**config.mk**
```make
export PLATFORM = sky130hd
export DESIGN_NAME = button_debouncer
export DESIGN_NICKNAME = d
export VERILOG_FILES = /design/src/rtl/button_debouncer.sv
export SDC_FILE = /design/constraint.sdc
export NUM_CORES = 1
export LEC_CHECK = 0
export ABC_AREA = 1
export ABC_CLOCK_PERIOD_IN_PS = 1860
export BUFFER_PORTS_ARGS = -buffer_cell sky130_fd_sc_hd__buf_2
export CELL_PAD_IN_SITES_DETAIL_PLACEMENT = 1
export CELL_PAD_IN_SITES_GLOBAL_PLACEMENT = 2
export CORE_MARGIN = 5
export CORE_UTILIZATION = 40
export DETAILED_ROUTE_END_ITERATION = 8
export GPL_TIMING_DRIVEN = 0
export PLACE_DENSITY = 0.84
export SLEW_MARGIN = 10
export SYNTH_ARGS = -nofsm -noshare
export SYNTH_HDL_FRONTEND = slang
export SYNTH_SLANG_ARGS = --single-unit
```
**constraint.sdc**
```tcl
create_clock -name clk -period 1.86 [get_ports clk]
set_input_delay 0.279 -clock clk [delete_from_list [all_inputs] [get_ports clk]]
set_output_delay 0.279 -clock clk [all_outputs]
set_load 0.005 [all_outputs]
```
**src/rtl/button_debouncer.sv**
```systemverilog
// Per-channel button debouncer: two-flop synchronizer, stability counter, debounced level, optional edge pulses.
// Latency: btn_db follows a held btn_raw level DB_CYCLES+2 clocks after the first sampling edge; pulses coincide with btn_db.
// No backpressure: a free-running, one-way signal path. Optional pulse outputs are enabled by macro BUTTON_DEBOUNCER_PULSE_EN.
module button_debouncer #(
    parameter int N_CH      = 4,
    parameter int DB_CYCLES = 16,
    parameter int CNT_W     = 16
) (
    input  logic            clk,
    input  logic            reset,
    input  logic [N_CH-1:0] btn_raw,
    output logic [N_CH-1:0] btn_db,
    output logic [N_CH-1:0] btn_press,
    output logic [N_CH-1:0] btn_release
);

    // Terminal count: a level that differs from btn_db for this many counted clocks is accepted.
    localparam logic [CNT_W-1:0] CNT_MAX = CNT_W'(DB_CYCLES - 1);

    logic [N_CH-1:0]  s1_q;
    logic [N_CH-1:0]  s2_q;
    logic [N_CH-1:0]  db_q;
    logic [N_CH-1:0]  db_d;
    logic [CNT_W-1:0] cnt_q [N_CH];
    logic [CNT_W-1:0] cnt_d [N_CH];

    // Stability counting: any agreement with the accepted level restarts the count, so a bounce never accumulates.
    always_comb begin
        db_d = db_q;
        for (int i = 0; i < N_CH; i++) begin
            cnt_d[i] = cnt_q[i];
            if (s2_q[i] == db_q[i]) begin
                cnt_d[i] = '0;
            end else if (cnt_q[i] < CNT_MAX) begin
                cnt_d[i] = cnt_q[i] + CNT_W'(1);
            end else begin
                db_d[i]  = s2_q[i];
                cnt_d[i] = '0;
            end
        end
    end

    // Synchronizer, counters and debounced level; reset wins over every update.
    always_ff @(posedge clk) begin
        if (reset) begin
            s1_q <= '0;
            s2_q <= '0;
            db_q <= '0;
            for (int i = 0; i < N_CH; i++) begin
                cnt_q[i] <= '0;
            end
        end else begin
            s1_q <= btn_raw;
            s2_q <= s1_q;
            db_q <= db_d;
            for (int i = 0; i < N_CH; i++) begin
                cnt_q[i] <= cnt_d[i];
            end
        end
    end

    assign btn_db = db_q;

`ifdef BUTTON_DEBOUNCER_PULSE_EN
    logic [N_CH-1:0] press_q;
    logic [N_CH-1:0] release_q;
    logic [N_CH-1:0] press_d;
    logic [N_CH-1:0] release_d;

    // Edge detect on the next debounced level so the pulse lands on the same edge btn_db changes.
    always_comb begin
        press_d   = db_d & ~db_q;
        release_d = ~db_d & db_q;
    end

    // Pulse registers, cleared by reset so no pending pulse survives it.
    always_ff @(posedge clk) begin
        if (reset) begin
            press_q   <= '0;
            release_q <= '0;
        end else begin
            press_q   <= press_d;
            release_q <= release_d;
        end
    end

    assign btn_press   = press_q;
    assign btn_release = release_q;
`else
    assign btn_press   = '0;
    assign btn_release = '0;
`endif

endmodule

```
==> flow_results.xml <==
<?xml version="1.0" encoding="UTF-8"?>
<metrics>
  <group name="timing">
    <metric name="setup_violations" unit="">0</metric>
    <metric name="maxSlewViolCount" unit="">0</metric>
    <metric name="fin_worst_skew" unit="ns">0.00489</metric>
    <metric name="finalCritPeriodShare" unit="">0.671</metric>
    <metric name="fmax" unit="GHz">0.802</metric>
    <metric name="setup-tns-final" unit="ns">0</metric>
    <metric name="setup_repair_after_global_routing_missed_its_margin" unit="">no</metric>
    <metric name="finalCriticalPeriod" unit="ns">1.25</metric>
    <metric name="report.final.hold_viol_count" unit="">0</metric>
  </group>
  <group name="global_route">
    <metric name="grt_pass1_wl" unit="um">6070</metric>
    <metric name="via_count_of_the_first_global_routing_pass" unit="">1515</metric>
    <metric name="grt_max_degree" unit="">14</metric>
    <metric name="grt_use_total" unit="">0.108</metric>
    <metric name="antenna_found_initial" unit="">0</metric>
    <metric name="remaining_global_route_overflow" unit="">0</metric>
  </group>
  <group name="detailed_routing">
    <metric name="detailed_route_iter0_violations" unit="">32</metric>
    <metric name="vias" unit="">1452</metric>
    <metric name="detail_route.first_pass.iterations" unit="">4</metric>
    <metric name="drt-vias-per-instance" unit="">3.88</metric>
    <metric name="wire_per_inst" unit="um">9.01</metric>
    <metric name="drc_errors" unit="">0</metric>
    <metric name="route.antenna.remaining_nets" unit="">0</metric>
    <metric name="wirelength" unit="um">3370</metric>
  </group>
  <group name="placement">
    <metric name="gpl.final_weighted_congestion" unit="">0.661</metric>
    <metric name="post-dp-hpwl" unit="um">2370</metric>
    <metric name="dp_cells" unit="">358</metric>
    <metric name="port-buffer-count" unit="">8</metric>
  </group>
  <group name="power_and_ir_drop">
    <metric name="share_comb_of_total_power" unit="">0.023</metric>
    <metric name="p_clk_frac" unit="">0.477</metric>
    <metric name="switching_part_of_the_total" unit="">0.187</metric>
    <metric name="power_report.internal_total" unit="uW">2790</metric>
    <metric name="ir_worst_vdd" unit="mV">0.500</metric>
    <metric name="power.leakage" unit="uW">0.00132</metric>
    <metric name="seq_power_share" unit="">0.499</metric>
    <metric name="report.power.total" unit="uW">3430</metric>
    <metric name="switching_power" unit="uW">641</metric>
    <metric name="power_density" unit="mW/mm^2">1190</metric>
  </group>
  <group name="worst_setup_path">
    <metric name="cp_cell_sequence" unit="">ha_1 -&gt; nand2_1 -&gt; nor2_1 -&gt; nor2_2 -&gt; nand4_2 -&gt; nor2_1</metric>
    <metric name="worst_path_dominant_cell_family" unit="">simple AND/OR/NAND/NOR gates</metric>
    <metric name="cp-start-kind" unit="">flop</metric>
    <metric name="cp-end-kind" unit="">flop</metric>
    <metric name="rr_startpoint" unit="">cnt_q[1][0]</metric>
    <metric name="worst_setup_path_startpoint" unit="">cnt_q[1][0]</metric>
    <metric name="critical_path_buf_inv_count" unit="">0</metric>
    <metric name="critPathKind" unit="">flop to flop</metric>
    <metric name="data_required_time_of_the_worst_path" unit="ns">2.12</metric>
    <metric name="cp_max_fo" unit="">4</metric>
    <metric name="crit_path_max_incr_delay" unit="ns">0.34</metric>
    <metric name="critical_path.most_common_cell" unit="">sky130_fd_sc_hd__nor2_1</metric>
    <metric name="crit_path_top_delay_cell" unit="">sky130_fd_sc_hd__dfxtp_1</metric>
    <metric name="timing.critical_path.arrival" unit="ns">1.51</metric>
  </group>
  <group name="clocking">
    <metric name="clockBufferDepth" unit="">2</metric>
    <metric name="clkTransAtPathRegs" unit="ns">0.07</metric>
    <metric name="cts_resized" unit="">0</metric>
    <metric name="cts_setup_buffers" unit="">0</metric>
    <metric name="postCtsHoldBufs" unit="">0</metric>
    <metric name="tritoncts_clock_tree" unit="">yes</metric>
    <metric name="clock_latency" unit="ns">0.33</metric>
    <metric name="cts-buffers-inserted" unit="">9</metric>
    <metric name="h-tree-depth" unit="">3</metric>
    <metric name="root_buffer" unit="">sky130_fd_sc_hd__clkbuf_8</metric>
    <metric name="tritoncts_sinks" unit="">76</metric>
  </group>
  <group name="floorplanning">
    <metric name="start_util" unit="">0.413</metric>
    <metric name="rows" unit="">27</metric>
    <metric name="die_h" unit="um">85.4</metric>
    <metric name="dieWidth" unit="um">85.4</metric>
    <metric name="boundaryPins" unit="">18</metric>
    <metric name="fp.dieArea" unit="sq mm">0.00729</metric>
    <metric name="core_area" unit="sq mm">0.00551</metric>
  </group>
  <group name="cells_and_area">
    <metric name="ff_latch_area" unit="sq mm">0.00152</metric>
    <metric name="drive_above_1_share" unit="">0.152</metric>
    <metric name="num_antenna_cells" unit="">0</metric>
    <metric name="multiInputGateArea" unit="sq um">811</metric>
    <metric name="n_fill_cell" unit="">666</metric>
    <metric name="synthToLayoutAreaGrowth" unit="%">26.8</metric>
    <metric name="final_net_count" unit="">307</metric>
    <metric name="layout.cells.non_filler" unit="">374</metric>
  </group>
  <group name="yosys">
    <metric name="post_synth_inst_count" unit="">223</metric>
    <metric name="yosysWarnings" unit="">0</metric>
    <metric name="postSynthRegisterBits" unit="">76</metric>
    <metric name="synth_cell_types" unit="">14</metric>
    <metric name="synth.cell_area" unit="sq mm">0.00227</metric>
    <metric name="synth_sequential_area_ratio" unit="">0.670</metric>
    <metric name="synthesis.area_per_instance" unit="sq um">10.2</metric>
  </group>
  <group name="run">
    <metric name="max_cap_violations" unit="">0</metric>
  </group>
  <group name="min_path">
    <metric name="timing.hold.worst.start" unit="">btn_raw[3]</metric>
    <metric name="hold_removal_path_class" unit="">primary input to flop</metric>
  </group>
  <group name="outcome">
    <metric name="status" unit="">completed</metric>
  </group>
</metrics>
==> sequential cells by signal, indices dropped and copies added (netlist names) <==
register / count
btn_db: 4
cnt_q: 64
s1_q: 4
s2_q: 4
==> worst min-delay path, stage by stage <==
cell and delay, ns:
sky130_fd_sc_hd__buf_2 0.07, sky130_fd_sc_hd__inv_1 0.03, sky130_fd_sc_hd__nor2_1 0.06
==> metal layers <==
metal / vias to the layer above / wire length (um) / share of wire / GRT usage
met3: 5 / 107 / 0.032 / 0.0359
met5: - / 0 / 0 / 0
met1: 669 / 1450 / 0.43 / 0.107
li1: 764 / - / - / -
met4: 0 / 53 / 0.016 / 0.0734
met2: 14 / 1750 / 0.52 / 0.189
==> stage by stage <==
step	util	cell area, sq um	setup slack (ns)	hold WS, ns
floorplan	-	2480	0.825	0.386
global placement	0.474	2610	0.718	0.400
detailed placement	0.474	2610	0.689	0.398
CTS	0.523	2880	0.587	0.133
global route	0.523	2880	0.494	0.132
finish	0.523	2880	0.613	0.153
==> area by class of cell <==
type,count,share of cell area
Buffer,9,0.0234
Clock buffer,10,0.0478
Clock inverter,6,0.0469
Inverter,21,0.0274
Multi-Input combinational cell,172,0.281
Sequential cell,76,0.528
Tap cell,72,0.0313
Timing Repair Buffer,8,0.0139
==> synthesized netlist by cell type <==
master | number | area, sq um
sky130_fd_sc_hd__a21oi_1 | 4 | 20.0
sky130_fd_sc_hd__ha_1 | 4 | 50.1
sky130_fd_sc_hd__nand4_2 | 4 | 50.1
sky130_fd_sc_hd__buf_4 | 9 | 67.6
sky130_fd_sc_hd__inv_1 | 20 | 75.1
sky130_fd_sc_hd__dfxtp_1 | 76 | 1520
sky130_fd_sc_hd__nor2_1 | 56 | 210
sky130_fd_sc_hd__xor2_1 | 8 | 70.1
sky130_fd_sc_hd__xnor2_1 | 4 | 35.0
sky130_fd_sc_hd__conb_1 | 1 | 3.75
sky130_fd_sc_hd__inv_2 | 1 | 3.75
sky130_fd_sc_hd__nand2_1 | 20 | 75.1
sky130_fd_sc_hd__nand3_1 | 8 | 40.0
sky130_fd_sc_hd__nor2_2 | 8 | 50.1
==> cell families (layout without fill, tap and decap cells) <==
family,count (synthesis),count (layout),synth area share
xor gates and xnor gates,12,12,0.0463
other,1,56,0.00165
AOI/OAI and AO/OA,4,4,0.00881
buffers and inverters,30,54,0.0644
DFF,76,76,0.670
adders and majority gates,4,4,0.0220
and+or+nand+nor,96,96,0.187
==> placed cells by master, fill, tap and decap left out, drive strengths merged <==
master / count
nand2: 20
dfxtp: 76
xor2: 8
nand4: 4
nand3: 8
clkbuf: 10
buf: 17
nor2: 64
clkinvlp: 2
inv: 21
a21oi: 4
ha: 4
xnor2: 4
conb: 56
bufinv: 4
==> worst paths after layout <==
check,cells after the start,slack (ns),end
max reg2reg,6,0.61,cnt_q[1][1]
min,3,0.15,s1_q[3]
max,6,0.61,cnt_q[1][1]
min reg2reg,2,0.41,s2_q[1]
==> power by group through the flow <==
stage	logic (uW)	clock network (uW)	registers, uW
finish	79.9	1640	1710
global route	96.1	1760	1720
global placement	76.0	0	1750
detailed placement	77.8	0	1750
CTS	78.6	1690	1710
floorplan	61.5	0	1750
Note: power is estimated with default switching activity, not from simulation.
